File: src/rtl/bullet_hit_scanner_if.sv
// Collision-port bundle between the per-frame hit scanner and the Bullet table.
//
// The scanner (master) selects a slot with index2 and receives that slot's
// geometry, colour and live flag combinationally. It answers with isCollide,
// which clears the selected slot, and isRun, which advances all bullets.
//
// Signals:
//   index2     scanner -> Bullet   slot select for the collision read port
//   isCollide  scanner -> Bullet   clear-render strobe for slot index2
//   isRun      scanner -> Bullet   one-cycle bullet-advance pulse
//   position2  Bullet  -> scanner  [15:8] x, [7:0] y of slot index2
//   size2      Bullet  -> scanner  [15:8] w, [7:0] h of slot index2
//   color2     Bullet  -> scanner  00 white, 01 green, 10 blue, 11 reserved
//   isRender2  Bullet  -> scanner  slot index2 is live
interface bullet_hit_scanner_if #(
    parameter int IDX_W = 3
);
    logic [IDX_W-1:0] index2;
    logic             isCollide;
    logic             isRun;
    logic [15:0]      position2;
    logic [15:0]      size2;
    logic [1:0]       color2;
    logic             isRender2;

    modport master (
        output index2,
        output isCollide,
        output isRun,
        input  position2,
        input  size2,
        input  color2,
        input  isRender2
    );

    modport slave (
        input  index2,
        input  isCollide,
        input  isRun,
        output position2,
        output size2,
        output color2,
        output isRender2
    );
endinterface

File: src/rtl/bullet_hit_scanner.sv
// Per-frame bullet hit scanner.
//
// On each accepted frame tick it walks every Bullet slot through the
// collision port, one slot per cycle, tests live bullets against the player
// box, applies damage or heal per hit, clears hit bullets, then issues a
// single isRun pulse to advance bullet motion.
//
// state | meaning
// ------+-----------------------------------------------------------
// IDLE  | waiting for frame_tick; index2 holds its last value
// SCAN  | testing slot index2 this cycle (Mealy isCollide on a hit)
// MOVE  | isRun pulse; exits to DEAD if hp is 0, else IDLE
// DEAD  | hp exhausted; frames ignored until reset
//
// Ports:
//   clk, reset      system clock; synchronous active-high reset
//   frame_tick      one-cycle frame-start pulse
//   player_pos      [15:8] x, [7:0] y of the player box
//   player_size     [15:8] w, [7:0] h of the player box
//   player_moving   player moved this frame (enables blue bullets)
//   bullet          collision port to the Bullet table (master side)
//   hp              current player HP
//   dead            HP reached 0; sticky until reset
//   busy            scan or move in progress
//   hit_count       hits in the current/last frame, saturating at 255
//   overrun         sticky; frame_tick arrived while busy
module bullet_hit_scanner #(
    parameter int         NUM_SLOTS = 8,
    parameter int         IDX_W     = 3,
    parameter logic [7:0] HP_MAX    = 8'd20,
    parameter logic [7:0] DMG       = 8'd1,
    parameter logic [7:0] HEAL      = 8'd1
) (
    input  logic                  clk,
    input  logic                  reset,
    input  logic                  frame_tick,
    input  logic [15:0]           player_pos,
    input  logic [15:0]           player_size,
    input  logic                  player_moving,
    bullet_hit_scanner_if.master  bullet,
    output logic [7:0]            hp,
    output logic                  dead,
    output logic                  busy,
    output logic [7:0]            hit_count,
    output logic                  overrun
);

    localparam logic [IDX_W-1:0] LAST_SLOT = IDX_W'(NUM_SLOTS - 1);

    localparam logic [1:0] COL_WHITE = 2'b00;
    localparam logic [1:0] COL_GREEN = 2'b01;
    localparam logic [1:0] COL_BLUE  = 2'b10;

    typedef enum logic [1:0] {
        IDLE = 2'd0,
        SCAN = 2'd1,
        MOVE = 2'd2,
        DEAD = 2'd3
    } state_t;

    state_t           state_q;
    state_t           state_d;
    logic [IDX_W-1:0] slot_q;
    logic [7:0]       hp_q;
    logic [7:0]       cnt_q;
    logic             overrun_q;

    logic             overlap;
    logic             effective;
    logic             hit;
    logic             start_scan;
    logic [7:0]       hp_after_dmg;
    logic [7:0]       hp_after_heal;
    logic [8:0]       heal_sum;

    // Box edges are widened to 9 bits so a box near 255 extends past it
    // instead of wrapping back toward 0.
    logic [8:0] px, py, pw, ph, bx, by, bw, bh;

    assign px = {1'b0, player_pos[15:8]};
    assign py = {1'b0, player_pos[7:0]};
    assign pw = {1'b0, player_size[15:8]};
    assign ph = {1'b0, player_size[7:0]};
    assign bx = {1'b0, bullet.position2[15:8]};
    assign by = {1'b0, bullet.position2[7:0]};
    assign bw = {1'b0, bullet.size2[15:8]};
    assign bh = {1'b0, bullet.size2[7:0]};

    assign overlap = (bx < px + pw) && (px < bx + bw) &&
                     (by < py + ph) && (py < by + bh);

    always_comb begin
        effective = 1'b0;
        case (bullet.color2)
            COL_WHITE: effective = 1'b1;
            COL_GREEN: effective = 1'b1;
            COL_BLUE:  effective = player_moving;
            default:   effective = 1'b0;
        endcase
    end

    assign hp_after_dmg  = (hp_q > DMG) ? (hp_q - DMG) : 8'd0;
    assign heal_sum      = {1'b0, hp_q} + {1'b0, HEAL};
    assign hp_after_heal = (heal_sum > {1'b0, HP_MAX}) ? HP_MAX : heal_sum[7:0];

    // Next-state and Mealy outputs.
    always_comb begin
        state_d    = state_q;
        hit        = 1'b0;
        start_scan = 1'b0;
        case (state_q)
            IDLE: begin
                if (frame_tick) begin
                    state_d    = SCAN;
                    start_scan = 1'b1;
                end
            end
            SCAN: begin
                hit = bullet.isRender2 && overlap && effective;
                if (slot_q == LAST_SLOT) begin
                    state_d = MOVE;
                end
            end
            MOVE: begin
                // hp_q already includes the hit from the last slot.
                state_d = (hp_q == 8'd0) ? DEAD : IDLE;
            end
            DEAD: begin
                state_d = DEAD;
            end
            default: begin
                state_d = IDLE;
            end
        endcase
    end

    always_ff @(posedge clk) begin
        if (reset) begin
            state_q   <= IDLE;
            slot_q    <= '0;
            hp_q      <= HP_MAX;
            cnt_q     <= 8'd0;
            overrun_q <= 1'b0;
        end else begin
            state_q <= state_d;

            if (start_scan) begin
                slot_q <= '0;
                cnt_q  <= 8'd0;
            end else if (state_q == SCAN && slot_q != LAST_SLOT) begin
                slot_q <= slot_q + 1'b1;
            end

            if (hit) begin
                if (cnt_q != 8'hFF) begin
                    cnt_q <= cnt_q + 8'd1;
                end
                if (bullet.color2 == COL_GREEN) begin
                    hp_q <= hp_after_heal;
                end else begin
                    hp_q <= hp_after_dmg;
                end
            end

            // A tick in DEAD is not a collision with a running frame.
            if (frame_tick && (state_q == SCAN || state_q == MOVE)) begin
                overrun_q <= 1'b1;
            end
        end
    end

    assign bullet.index2    = slot_q;
    assign bullet.isCollide = hit;
    assign bullet.isRun     = (state_q == MOVE);

    assign hp        = hp_q;
    assign hit_count = cnt_q;
    assign overrun   = overrun_q;
    assign dead      = (state_q == DEAD);
    assign busy      = (state_q == SCAN) || (state_q == MOVE);

endmodule

File: src/flat_wrapper.sv
// flat-port wrapper written by rule: the top's interface ports become plain ports
module bullet_hit_scanner_flat 
#(
    parameter int         NUM_SLOTS = 8,
    parameter int         IDX_W     = 3,
    parameter logic [7:0] HP_MAX    = 8'd20,
    parameter logic [7:0] DMG       = 8'd1,
    parameter logic [7:0] HEAL      = 8'd1
)
  (clk, reset, frame_tick, player_pos, player_size, player_moving, hp, dead, busy, hit_count, overrun, bullet_index2, bullet_isCollide, bullet_isRun, bullet_position2, bullet_size2, bullet_color2, bullet_isRender2);
  bullet_hit_scanner_if #(.IDX_W(IDX_W)) bullet_i ();
  input  logic clk;
  input  logic reset;
  input  logic frame_tick;
  input  logic [15:0] player_pos;
  input  logic [15:0] player_size;
  input  logic player_moving;
  output logic [7:0] hp;
  output logic dead;
  output logic busy;
  output logic [7:0] hit_count;
  output logic overrun;
  output wire logic [$bits(bullet_i.index2)-1:0] bullet_index2;
  output wire logic [$bits(bullet_i.isCollide)-1:0] bullet_isCollide;
  output wire logic [$bits(bullet_i.isRun)-1:0] bullet_isRun;
  input wire logic [$bits(bullet_i.position2)-1:0] bullet_position2;
  input wire logic [$bits(bullet_i.size2)-1:0] bullet_size2;
  input wire logic [$bits(bullet_i.color2)-1:0] bullet_color2;
  input wire logic [$bits(bullet_i.isRender2)-1:0] bullet_isRender2;
  assign bullet_index2 = bullet_i.index2;
  assign bullet_isCollide = bullet_i.isCollide;
  assign bullet_isRun = bullet_i.isRun;
  assign bullet_i.position2 = bullet_position2;
  assign bullet_i.size2 = bullet_size2;
  assign bullet_i.color2 = bullet_color2;
  assign bullet_i.isRender2 = bullet_isRender2;
  bullet_hit_scanner #(.NUM_SLOTS(NUM_SLOTS), .IDX_W(IDX_W), .HP_MAX(HP_MAX), .DMG(DMG), .HEAL(HEAL)) u_core (.clk(clk), .reset(reset), .frame_tick(frame_tick), .player_pos(player_pos), .player_size(player_size), .player_moving(player_moving), .bullet(bullet_i), .hp(hp), .dead(dead), .busy(busy), .hit_count(hit_count), .overrun(overrun));
endmodule
File: config.mk
export PLATFORM = sky130hd
export DESIGN_NAME = bullet_hit_scanner_flat
export DESIGN_NICKNAME = d
export VERILOG_FILES = /design/src/rtl/bullet_hit_scanner_if.sv /design/src/rtl/bullet_hit_scanner.sv /design/src/flat_wrapper.sv
export SDC_FILE = /design/constraint.sdc
export NUM_CORES = 1
export LEC_CHECK = 0
export BUFFER_PORTS_ARGS = -buffer_cell sky130_fd_sc_hd__buf_2
export CAP_MARGIN = 0
export CORE_UTILIZATION = 45
export CTS_CLUSTER_DIAMETER = 120
export DETAILED_ROUTE_END_ITERATION = 8
export PLACE_DENSITY = 0.7
export SYNTH_ARGS = -nofsm -noshare
export SYNTH_HDL_FRONTEND = slang
export SYNTH_SLANG_ARGS = --single-unit
File: constraint.sdc
create_clock -name clk -period 4.3 [get_ports clk]
set_clock_uncertainty 0.1 [all_clocks]
set_input_delay 0.43 -clock clk [delete_from_list [all_inputs] [get_ports clk]]
set_output_delay 0.43 -clock clk [all_outputs]
set_load 0.005 [all_outputs]
== Yosys cells after proc, flatten, opt, wreduce, memory -nomap -nowiden ==
Cells that the tools add are included.
Word-level totals
  register bits after elaboration: 22
  word-level logic and storage cells: 57
  output and inout port bits: 24
  input bits: 71
Operators by class
  add/sub/neg operators: 8
  equal/unequal tests: 10
  multiplexer cells: 14
  $lt $le $gt $ge: 6
  reduce and logical (&&, ||, !) cells: 14
Operator list (number)
  2-to-1 mux 8 bit: 6
  adder 8 x 8 -> 9 bit: 4
  less-than comparator 8 x 9 -> 1 bit: 4
  adder 8 x 1 -> 9 bit, second input constant: 1
  greater-than comparator 9 x 5 -> 1 bit, second input constant: 1
  adder 8 x 1 -> 8 bit, second input constant: 1
  greater-than comparator 8 x 1 -> 1 bit, second input constant: 1
  logical NOT 8 bit: 1
  inequality test 8 bit, second input constant: 1
  one-hot mux 2 bit (4 select lines): 1
  subtractor 8 x 1 -> 8 bit, second input constant: 1
  logical AND 1 bit: 7
  == test 2 bit, second input constant: 3
  2-to-1 mux 2 bit: 3
  == test 2 x 1 -> 1 bit, second input constant: 2
  logical NOT 2 bit: 2
  OR reduction 2 bit: 2
  adder 3 x 1 -> 3 bit, second input constant: 1
  == test 3 bit, second input constant: 1
  2-to-1 mux 1 bit: 3
  inequality test 3 bit, second input constant: 1
  inequality test 2 x 1 -> 1 bit, second input constant: 1
  inequality test 2 bit, second input constant: 1
  one-hot mux 1 bit (2 select lines): 1
  other kinds (2): 2

== Logic depth before layout (Yosys ltp) ==
Gate-level depths: netlist (run 1).
  depth in word-level cells: 9
  depth in mapped cells: 17
  depth with buffers taken out: 16

== Least setup slack after synthesis (run 1) ==
Ideal clock, no wire load.
  path type: input port to flip-flop
  from: input port player_pos[0]
  to: register u_core.cnt_q[5] (netlist: u_core.hit_count[5])
  arrival: 3.502 ns
  stages on the path: 14
  path buffers: 0
  slack: 0.619 ns
  library setup time: 0.079 ns
  path through: ha_1 -> fa_1 -> a211o_1 -> o211ai_1 -> a21boi_1 -> nor2_1 -> xor2_1 -> ha_1 -> a21o_1 -> a221oi_2 -> a221oi_2 -> or3_4 -> or3_4 -> o221ai_2
On the way
  word-level cells in the longest chain between the ends: 8
  elaborated cells between the ends (all ways): 9
  classes of those cells: 1 x add/sub; 2 x order compare; 2 x mux; 4 x reduce/logical
RTL lines
  start: declaration: RTL line flat_wrapper.sv:15  | input logic [15:0] player_pos;
  adder 8 x 8 -> 9 bit: RTL line bullet_hit_scanner.sv:90  | (by < py + ph) && (py < by + bh);
  less-than comparator 8 x 9 -> 1 bit: RTL line bullet_hit_scanner.sv:90
  logical AND 1 bit: RTL line bullet_hit_scanner.sv:89  | assign overlap = (bx < px + pw) && (px < bx + bw) &&
  logical AND 1 bit *: RTL line bullet_hit_scanner.sv:90
  logical AND 1 bit * (2 in series): RTL line bullet_hit_scanner.sv:119  | hit = bullet.isRender2 && overlap && effective;
  2-to-1 mux 1 bit *: RTL line bullet_hit_scanner.sv:111  | case (state_q)
  2-to-1 mux 8 bit *: RTL line bullet_hit_scanner.sv:154  | if (hit) begin
  end signal: assignment: RTL line bullet_hit_scanner.sv:156  | cnt_q <= cnt_q + 8'd1;
  end: declaration: RTL line bullet_hit_scanner.sv:65  | logic [7:0] cnt_q;
Every way passes the cells marked *; elsewhere a longest branch is shown, timed or not.
A chain may end at the register's enable or synchronous reset.

== Worst setup path in the final report (run 1) ==
  from: input port player_pos[9]
  to: output port bullet_isCollide
On the way
  word-level cells in the longest chain between the ends: 8
  elaborated cells between the ends (all ways): 9
  classes of those cells: 1 x add/sub; 2 x order compare; 1 x mux; 5 x reduce/logical
RTL lines
  adder 8 x 8 -> 9 bit: RTL line bullet_hit_scanner.sv:89
  less-than comparator 8 x 9 -> 1 bit: RTL line bullet_hit_scanner.sv:89
  logical AND 1 bit * (2 in series): RTL line bullet_hit_scanner.sv:89
  logical AND 1 bit *: RTL line bullet_hit_scanner.sv:90
  logical AND 1 bit * (2 in series): RTL line bullet_hit_scanner.sv:119
  2-to-1 mux 1 bit *: RTL line bullet_hit_scanner.sv:111
  end: declaration: RTL line flat_wrapper.sv:24  | output wire logic [$bits(bullet_i.isCollide)-1:0] bullet_isCollide;
Marked as above.

==> results list, run 1 <==
- Hold repair after CTS inserted 0 buffers.
- Wire length of the first global-routing pass: 13600 um
- Setup repair after global routing left no endpoint under its margin.
- Antenna violations before repair: 0
- For this configuration, the core starts out at a cell density of ~47%.
- After the first detailed-routing iteration, the DRC count stood at 85.
- STA classifies the critical path endpoint as a primary output.
- In the routed design, unresolved DRC markers number 0.
- The total count of max-transition violations in the final report is 0.
- The worst hold path belongs to the class in -> reg.
- The synthesized netlist devotes 28.4% of its cell area to compound gates.
* Area growth syn-to-layout: 17.0%
- After synthesis, flip-flops and latches occupy 12.8% of the total area.
- The number of global-route vias before repair was between 3000 and 4000.
- Area of the core: roughly 7300 sq um
* Number of CTS-inserted buffers: 3
* Max transition margin: 46.9%
- GRT overflow: 0
- The smallest clock period supported by the final layout is computed as approximately 4 ns.
- Total via count in the routed design: around 3300
* Final Setup Violations: 0
- Max Freq: ~0.25 GHz
* Run status: complete, no violations
- Root Buffer Master: sky130_fd_sc_hd__clkbuf_8
- CTS-repair resized insts: 0
- The synthesized design contains 22 register bits.
- In this run the post-CTS setup repair buffer count came out at 0.
- Average routed wire per standard cell: 14.1 um
- Clock Sinks: 22
* Area of the multi-input gates: 2820 sq um
* Final critical-path share of the clock period: 93.5%
- The library cell used most frequently in the layout, excluding fill and tap cells, is sky130_fd_sc_hd__buf_2.
- Of the total synthesized cell area, the portion taken by full adders, half adders and majority gates is 28.5%.
* Number of warning messages in the yosys log: 0
* Crit path launch type: primary input
- The detail route stage leaves a number of antenna-violating nets equal to 0.
* Clock tree from TritonCTS: done
- Clock transition at path regs: 0.08 ns
- Summing all flip-flop and latch instances after layout gives roughly 440 sq um.
- The clock reaches the later pin of the worst-skew pair after 0.27 ns.
* Reg2reg end: u_core.hp[2]$_SDFFE_PP1P_
- # Max-Cap Violations: 0
- Number of synthesized flops with an enable pin: 0
* Fraction of final layout cells with drive strength greater than 1: 24.6%
- The net count of the finished layout is 653.
* Number of different library cells in the post-synthesis netlist: 71
- Pre-Repair DR Iteration Count: 4
- STA puts the critical path data arrival time at 3.49 ns.
- GRT Total Usage: a little over a fifth
- Worst Setup SP: player_pos[9]
* Synth Area per Inst: between 8 and 9 sq um
- Among all flip-flop cells after synthesis, the most frequent one is sky130_fd_sc_hd__dfxtp_1.
* Post-synthesis share of cell area spent on xor and xnor gates: under 10%
* PwrDens: approximately 240 nW/um^2
- After layout, the design draws a total of 0.000975 W.
- End point of the critical path: bullet_isCollide
- Row generation in the floorplan step produced 31 rows.
- In this run the deepest clock path goes through 2 buffers.
- Summed over all failing endpoints, the final setup total negative slack is 0 ns.
- WL final: 8490 um
- From bottom edge to top edge, the die measures 89.4 um.
- Reg-to-reg startpoint: u_core.hp[4]$_SDFFE_PP1P_
- The critical path is of the in -> out type.
- STA puts the critical path data required time at 3.77 ns.
- Mux share of post-synthesis cell area: under 10%
- CP Max Fanout: 5
- Cell count after synthesis: 417
- Number of buffers inserted by port buffering: 94
* Clock H-tree levels: 1
- Fin util: a little over half
- Summed over all cells, the static leakage comes to roughly 1.9 nW.
- Total Die Area: 7990 sq um
* Diode count: 0
- At the pin with the least slew margin, the transition time is 0.791 ns.
- Of the total synthesized cell area, the portion taken by AND, OR, NAND and NOR gates is between 10% and 20%.
* Length in cells of the worst reg-to-reg path: 5
* HPWL after detailed placement: 7060 um
- Commonest non-fill, non-tap cells in the layout: sky130_fd_sc_hd__buf_2, sky130_fd_sc_hd__ha_1, sky130_fd_sc_hd__a21oi_1, sky130_fd_sc_hd__nor2_1, sky130_fd_sc_hd__inv_1
* Routability-driven placement congestion ratio: 0.840
* Largest net degree at the start of global routing: 19
- In this run the count of I/O pins placed on the die edge is between 90 and 100.
* Final hold violation count: 0
- Number of filler instances in the final layout: 714
- Synth Cell Area: 3440 sq um
* Flop-to-flop setup slack: 1.73 ns
- Syn_nets: 564
- Dividing the detail-routed via count by the number of cells gives 5.52.
- Peak supply drop: 0.172 mV
- By area, the combinational part of the netlist is dominated by adder cells.
- Async S/R FF share, synth: 0%
- From left edge to right edge, the die measures 89.4 um.
cell type report:
class	count	area share (%)
Multi-Input combinational cell	356	70.1
Timing Repair Buffer	95	11.9
Tap cell	99	3.08
Inverter	28	2.61
Clock buffer	4	1.37
Sequential cell	22	10.9
kinds of logic (layout without fill, tap and decap cells):
kind of cell / Yosys count / after routing
and+or+nand+nor: 118 / 118
buffers and inverters: 39 / 127
AOI/OAI and AO/OA: 134 / 134
adders and majority gates: 76 / 76
muxes: 5 / 5
DFF: 22 / 22
xor gates and xnor gates: 23 / 23
power breakdown:
group | leakage [nW] | switching [W] | internal (W)
clock network | 0.0288 | 0.0000727 | 0.0000818
registers | 0.178 | 0.0000231 | 0.000222
logic | 1.73 | 0.000315 | 0.000260
total | 1.94 | 0.000411 | 0.000564
worst min-delay path by stage:
stage                                startpoint                          end  cells past startpoint
global route                         frame_tick  u_core.overrun$_SDFFE_PP0P_                      3
detailed placement  u_core.overrun$_SDFFE_PP0P_  u_core.overrun$_SDFFE_PP0P_                      2
CTS                                  frame_tick  u_core.overrun$_SDFFE_PP0P_                      3
finish                               frame_tick  u_core.overrun$_SDFFE_PP0P_                      3
global placement    u_core.overrun$_SDFFE_PP0P_  u_core.overrun$_SDFFE_PP0P_                      2
floorplan           u_core.overrun$_SDFFE_PP0P_  u_core.overrun$_SDFFE_PP0P_                      2
per-stage QoR:
stage	cell area [sq um]	cells	hold WS (ns)	worst slack (ns)
2_1_floorplan	3440	417	0.360	0.619
3_3_place_gp	3960	600	0.345	0.324
3_5_place_dp	3960	600	0.353	0.239
4_1_cts	4020	604	0.350	0.258
5_1_grt	4020	604	0.423	0.0271
6_report	4020	604	0.355	0.281
cell usage after synthesis (2+ instances only):
| cell type | instances | area (sq um) |
|---|---|---|
| sky130_fd_sc_hd__ha_1 | 72 | 901 |
| sky130_fd_sc_hd__a21oi_1 | 36 | 180 |
| sky130_fd_sc_hd__nor2_1 | 32 | 120 |
| sky130_fd_sc_hd__inv_1 | 26 | 97.6 |
| sky130_fd_sc_hd__dfxtp_1 | 22 | 440 |
| sky130_fd_sc_hd__nand2_1 | 19 | 71.3 |
| sky130_fd_sc_hd__nand3_1 | 17 | 85.1 |
| sky130_fd_sc_hd__a21o_1 | 15 | 113 |
| sky130_fd_sc_hd__xnor2_1 | 13 | 114 |
| sky130_fd_sc_hd__o21ai_1 | 11 | 55.1 |
| sky130_fd_sc_hd__nor3_1 | 10 | 50.1 |
| sky130_fd_sc_hd__o21ai_0 | 10 | 50.1 |
| sky130_fd_sc_hd__xor2_1 | 10 | 87.6 |
| sky130_fd_sc_hd__nand2b_1 | 7 | 43.8 |
| sky130_fd_sc_hd__o21bai_1 | 7 | 52.6 |
| sky130_fd_sc_hd__and3_1 | 6 | 37.5 |
| sky130_fd_sc_hd__a31oi_1 | 5 | 31.3 |
| sky130_fd_sc_hd__mux2i_1 | 5 | 50.1 |
| sky130_fd_sc_hd__nand4_1 | 5 | 31.3 |
| sky130_fd_sc_hd__nor2b_1 | 5 | 31.3 |
| sky130_fd_sc_hd__o211ai_1 | 5 | 37.5 |
| sky130_fd_sc_hd__o31ai_1 | 5 | 37.5 |
| sky130_fd_sc_hd__fa_1 | 4 | 80.1 |
| sky130_fd_sc_hd__or2_1 | 4 | 25.0 |
| sky130_fd_sc_hd__a211o_1 | 3 | 26.3 |
| sky130_fd_sc_hd__a221oi_2 | 3 | 45.0 |
| sky130_fd_sc_hd__buf_2 | 3 | 15.0 |
| sky130_fd_sc_hd__clkbuf_1 | 3 | 11.3 |
| sky130_fd_sc_hd__or3_1 | 3 | 18.8 |
| sky130_fd_sc_hd__a211oi_1 | 2 | 15.0 |
| sky130_fd_sc_hd__a21boi_1 | 2 | 15.0 |
| sky130_fd_sc_hd__a21oi_2 | 2 | 17.5 |
| sky130_fd_sc_hd__inv_2 | 2 | 7.51 |
| sky130_fd_sc_hd__o221ai_1 | 2 | 17.5 |
| sky130_fd_sc_hd__o22ai_1 | 2 | 12.5 |
| sky130_fd_sc_hd__o31a_1 | 2 | 17.5 |
| sky130_fd_sc_hd__o32ai_1 | 2 | 17.5 |
| sky130_fd_sc_hd__or3_4 | 2 | 22.5 |
layer usage:
| metal | up-vias | global-route usage (%) | wire length (um) |
|---|---|---|---|
| li1 | 1724 | - | - |
| met1 | 1521 | 28.3 | 4060 |
| met2 | 86 | 37.3 | 4060 |
| met3 | 4 | 2.95 | 339 |
| met4 | 0 | 3.46 | 36 |
| met5 | - | 0 | 0 |
sequential cells by signal, summed over array words and instances (netlist names):
name                  count
u_core.bullet.index2      3
u_core.hit_count          8
u_core.overrun            1
u_core.hp                 8
u_core.state_q            2
critical path, stage by stage:
cell	delay [ns]
sky130_fd_sc_hd__buf_2	0.12
sky130_fd_sc_hd__ha_1	0.29
sky130_fd_sc_hd__a21o_1	0.18
sky130_fd_sc_hd__a21oi_1	0.23
sky130_fd_sc_hd__o21bai_1	0.12
sky130_fd_sc_hd__a21oi_2	0.20
sky130_fd_sc_hd__o21ai_1	0.11
sky130_fd_sc_hd__xnor2_1	0.13
sky130_fd_sc_hd__ha_1	0.30
sky130_fd_sc_hd__and3_1	0.22
sky130_fd_sc_hd__a221oi_2	0.24
sky130_fd_sc_hd__o21ai_1	0.11
sky130_fd_sc_hd__a31o_1	0.22
sky130_fd_sc_hd__o21ba_1	0.25
sky130_fd_sc_hd__nand2_1	0.14
sky130_fd_sc_hd__inv_2	0.11
sky130_fd_sc_hd__buf_2	0.11
No activity file was read; power rests on OpenSTA's default activity.
==> inputs of run 2 (changes only) <==
CELL_PAD_IN_SITES_DETAIL_PLACEMENT = 1   (was not set)
CELL_PAD_IN_SITES_GLOBAL_PLACEMENT = 2   (was not set)
CORE_UTILIZATION = 31   (was 45)
PLACE_DENSITY = not set   (was 0.7)
PLACE_DENSITY_LB_ADDON = 0.1   (was not set)
==> run 2 against run 1 <==
  * Worst setup slack worse by 0.00070 ns
  * Non-clock buffer count up 1
  * Global-route usage down 3.3 points
  * Fmax hardly changed
  * Sequential share of layout area shrank 0.15 points
  * Largest power group unchanged
==> results list, run 2 (same netlist as run 1, synthesis figures left out) <==
- The worst path needs about 4.0 ns of the cycle, external delays included.
* GRT Total Usage: 18.0%
* Number of CTS-inserted buffers: 3
* Area growth syn-to-layout: 18.6%
- The detail route stage leaves a number of antenna-violating nets equal to 0.
* Unrepaired setup endpoints after global routing: false
- Number of nets in the layout: 654
- Measured against its own limit, the worst slew margin works out to 44.1%.
- Fraction of final layout cells with drive strength greater than 1: between 20% and 30%
- GRT overflow: 0
* # Max-Cap Violations: 0
- The later pin in the worst-skew pair is clocked with a latency of 0.27 ns.
- For this design the static power due to leakage is 1.94 nW.
- Leading cell type in the layout, fill and taps excluded: sky130_fd_sc_hd__buf_2
* Initial core utilization: 31.7%
- The run finished with clean final reports.
* DRC violation count after routing: 0
* CTS-repair resized insts: 0
* PwrDens: 244 nW/um^2
- The die is 107 um wide.
* Overall power consumption: 0.000993 W
- Summed negative setup slack over all endpoints: 0 ns
- The number of placed instances, taps included, is approximately 640.
- Clock Sinks: 22
* Final Setup Violations: 0
- Static timing analysis puts the maximum clock frequency at 0.249 GHz.
- The count of buffers added on input and output ports is between 90 and 100.
- After the first detailed-routing iteration, the DRC count stood at 108.
* Clock tree from TritonCTS: done
* Diode count: 0
- Clock H-tree levels: 1
- The clock passes through at most 2 buffers.
* Final Max Tran Viols: 0
- Data arrives at the worst endpoint at 3.49 ns.
- Die H: between 100 and 150 um
- CP Max Fanout: 9
- After clock tree synthesis, the clock-pin slew on the worst setup and hold paths is ~0.090 ns.
- Total via count in the routed design: approximately 3400
- # hold bufs at CTS: 0
- Detailed placement ended at an HPWL of 8420 um.
- Routability-driven placement finished with a final weighted congestion of 0.807.
- The top cell types in the final layout, fill and taps aside, are sky130_fd_sc_hd__buf_2, sky130_fd_sc_hd__ha_1, sky130_fd_sc_hd__a21oi_1, sky130_fd_sc_hd__nor2_1, sky130_fd_sc_hd__inv_1.
- In the routed layout, each cell is associated on average with a via count of 5.23.
- Wire length of the first global-routing pass: 16600 um
- Required time at the worst-slack endpoint: about 3.8 ns
- Final critical-path share of the clock period: 93.5%
* Worst Path Class, Setup: in -> out
* Placement row count: 38
- Peak supply drop: 0.153 mV
* Crit path capture type: primary output
* Measured slew at the worst slew-check pin: roughly 0.83 ns
- The initial antenna violation count is 0.
* WL final: 9920 um
- Timing analysis after detailed placement gives a worst setup slack of approximately 0.21 ns.
- Setup bufs post-CTS: 0
- Top-level I/O count: 95
* Pre-Repair DR Iteration Count: 4
* Average routed wire per standard cell: 15.4 um
- Number of cells in the finished layout apart from fillers: ~650
- Once routing completed, OpenROAD measured the worst setup slack at 0.281 ns.
* Number of filler instances in the final layout: 1338
- Number of global-route vias before repair: 3456
- Area of the core: 10800 sq um
* Crit path launch type: primary input
* Final hold violation count: 0
- Total Die Area: approximately 12000 sq um
- Entering global routing, the biggest net connects 19 pins.
* Root Buffer Master: sky130_fd_sc_hd__clkbuf_8
- The worst hold path belongs to the class in -> reg.
run 2: cell types whose count changed in the layout (fill, tap and decap cells not counted):
cell                      before  now
sky130_fd_sc_hd__a21oi_1      35   36
sky130_fd_sc_hd__a21oi_2       3    2
sky130_fd_sc_hd__buf_4         1    2
run 2: per-layer routing:
layer | up-vias | track usage (%) | wire length (um)
met5 | - | 0 | 0
met4 | 0 | 2.05 | 53
li1 | 1728 | - | -
met2 | 56 | 30.3 | 4390
met1 | 1591 | 25.1 | 5170
met3 | 4 | 2.24 | 311
run 2: path summary, 6_finish.rpt:
| check | startpoint | depth (start not counted) | slack [ns] | endpoint |
|---|---|---|---|---|
| worst max-delay path | player_pos[0] | 16 | 0.28 | bullet_isCollide |
| worst min-delay path | frame_tick | 3 | 0.35 | u_core.overrun$_SDFFE_PP0P_ |
| worst max register to register | u_core.hp[0]$_SDFFE_PP0P_ | 8 | 1.71 | u_core.hp[0]$_SDFFE_PP0P_ |
| worst min register to register | u_core.overrun$_SDFFE_PP0P_ | 2 | 0.38 | u_core.overrun$_SDFFE_PP0P_ |
run 2: final cells by class:
type	instances	area (sq um)	share of cell area, %
inverters	28	105	2.58
well taps	140	175	4.30
multi-input cells	356	2820	69.1
repair buffers	96	485	11.9
flip-flops and latches	22	440	10.8
clock buffers	4	55.1	1.35
run 2: worst max-delay path, stage by stage:
cell,delay [ns]
sky130_fd_sc_hd__buf_2,0.11
sky130_fd_sc_hd__ha_1,0.22
sky130_fd_sc_hd__fa_1,0.42
sky130_fd_sc_hd__a211o_1,0.27
sky130_fd_sc_hd__o211ai_1,0.16
sky130_fd_sc_hd__a21boi_1,0.12
sky130_fd_sc_hd__nor2_1,0.14
sky130_fd_sc_hd__xor2_1,0.09
sky130_fd_sc_hd__ha_1,0.29
sky130_fd_sc_hd__and3_1,0.20
sky130_fd_sc_hd__nand4_1,0.12
sky130_fd_sc_hd__a221oi_2,0.46
sky130_fd_sc_hd__nor2_4,0.14
sky130_fd_sc_hd__nand2_1,0.13
sky130_fd_sc_hd__inv_2,0.06
sky130_fd_sc_hd__buf_2,0.12
run 2: stage by stage:
| stage | util (%) | hold slack, ns | instance area [sq um] |
|---|---|---|---|
| 4_1_cts | 37.6 | 0.351 | 4080 |
| 2_1_floorplan | - | 0.360 | 3440 |
| 3_3_place_gp | 37.1 | 0.347 | 4020 |
| 3_5_place_dp | 37.1 | 0.367 | 4020 |
| 6_report | 37.6 | 0.346 | 4080 |
| 5_1_grt | 37.6 | 0.374 | 4080 |
run 2: where the power goes:
part           switching, W  leakage, nW  total [W]  internal, W
clock             0.0000761       0.0288   0.000158    0.0000820
sequential        0.0000223        0.178   0.000245     0.000222
combinational      0.000329         1.74   0.000590     0.000262
total              0.000427         1.94   0.000993     0.000566
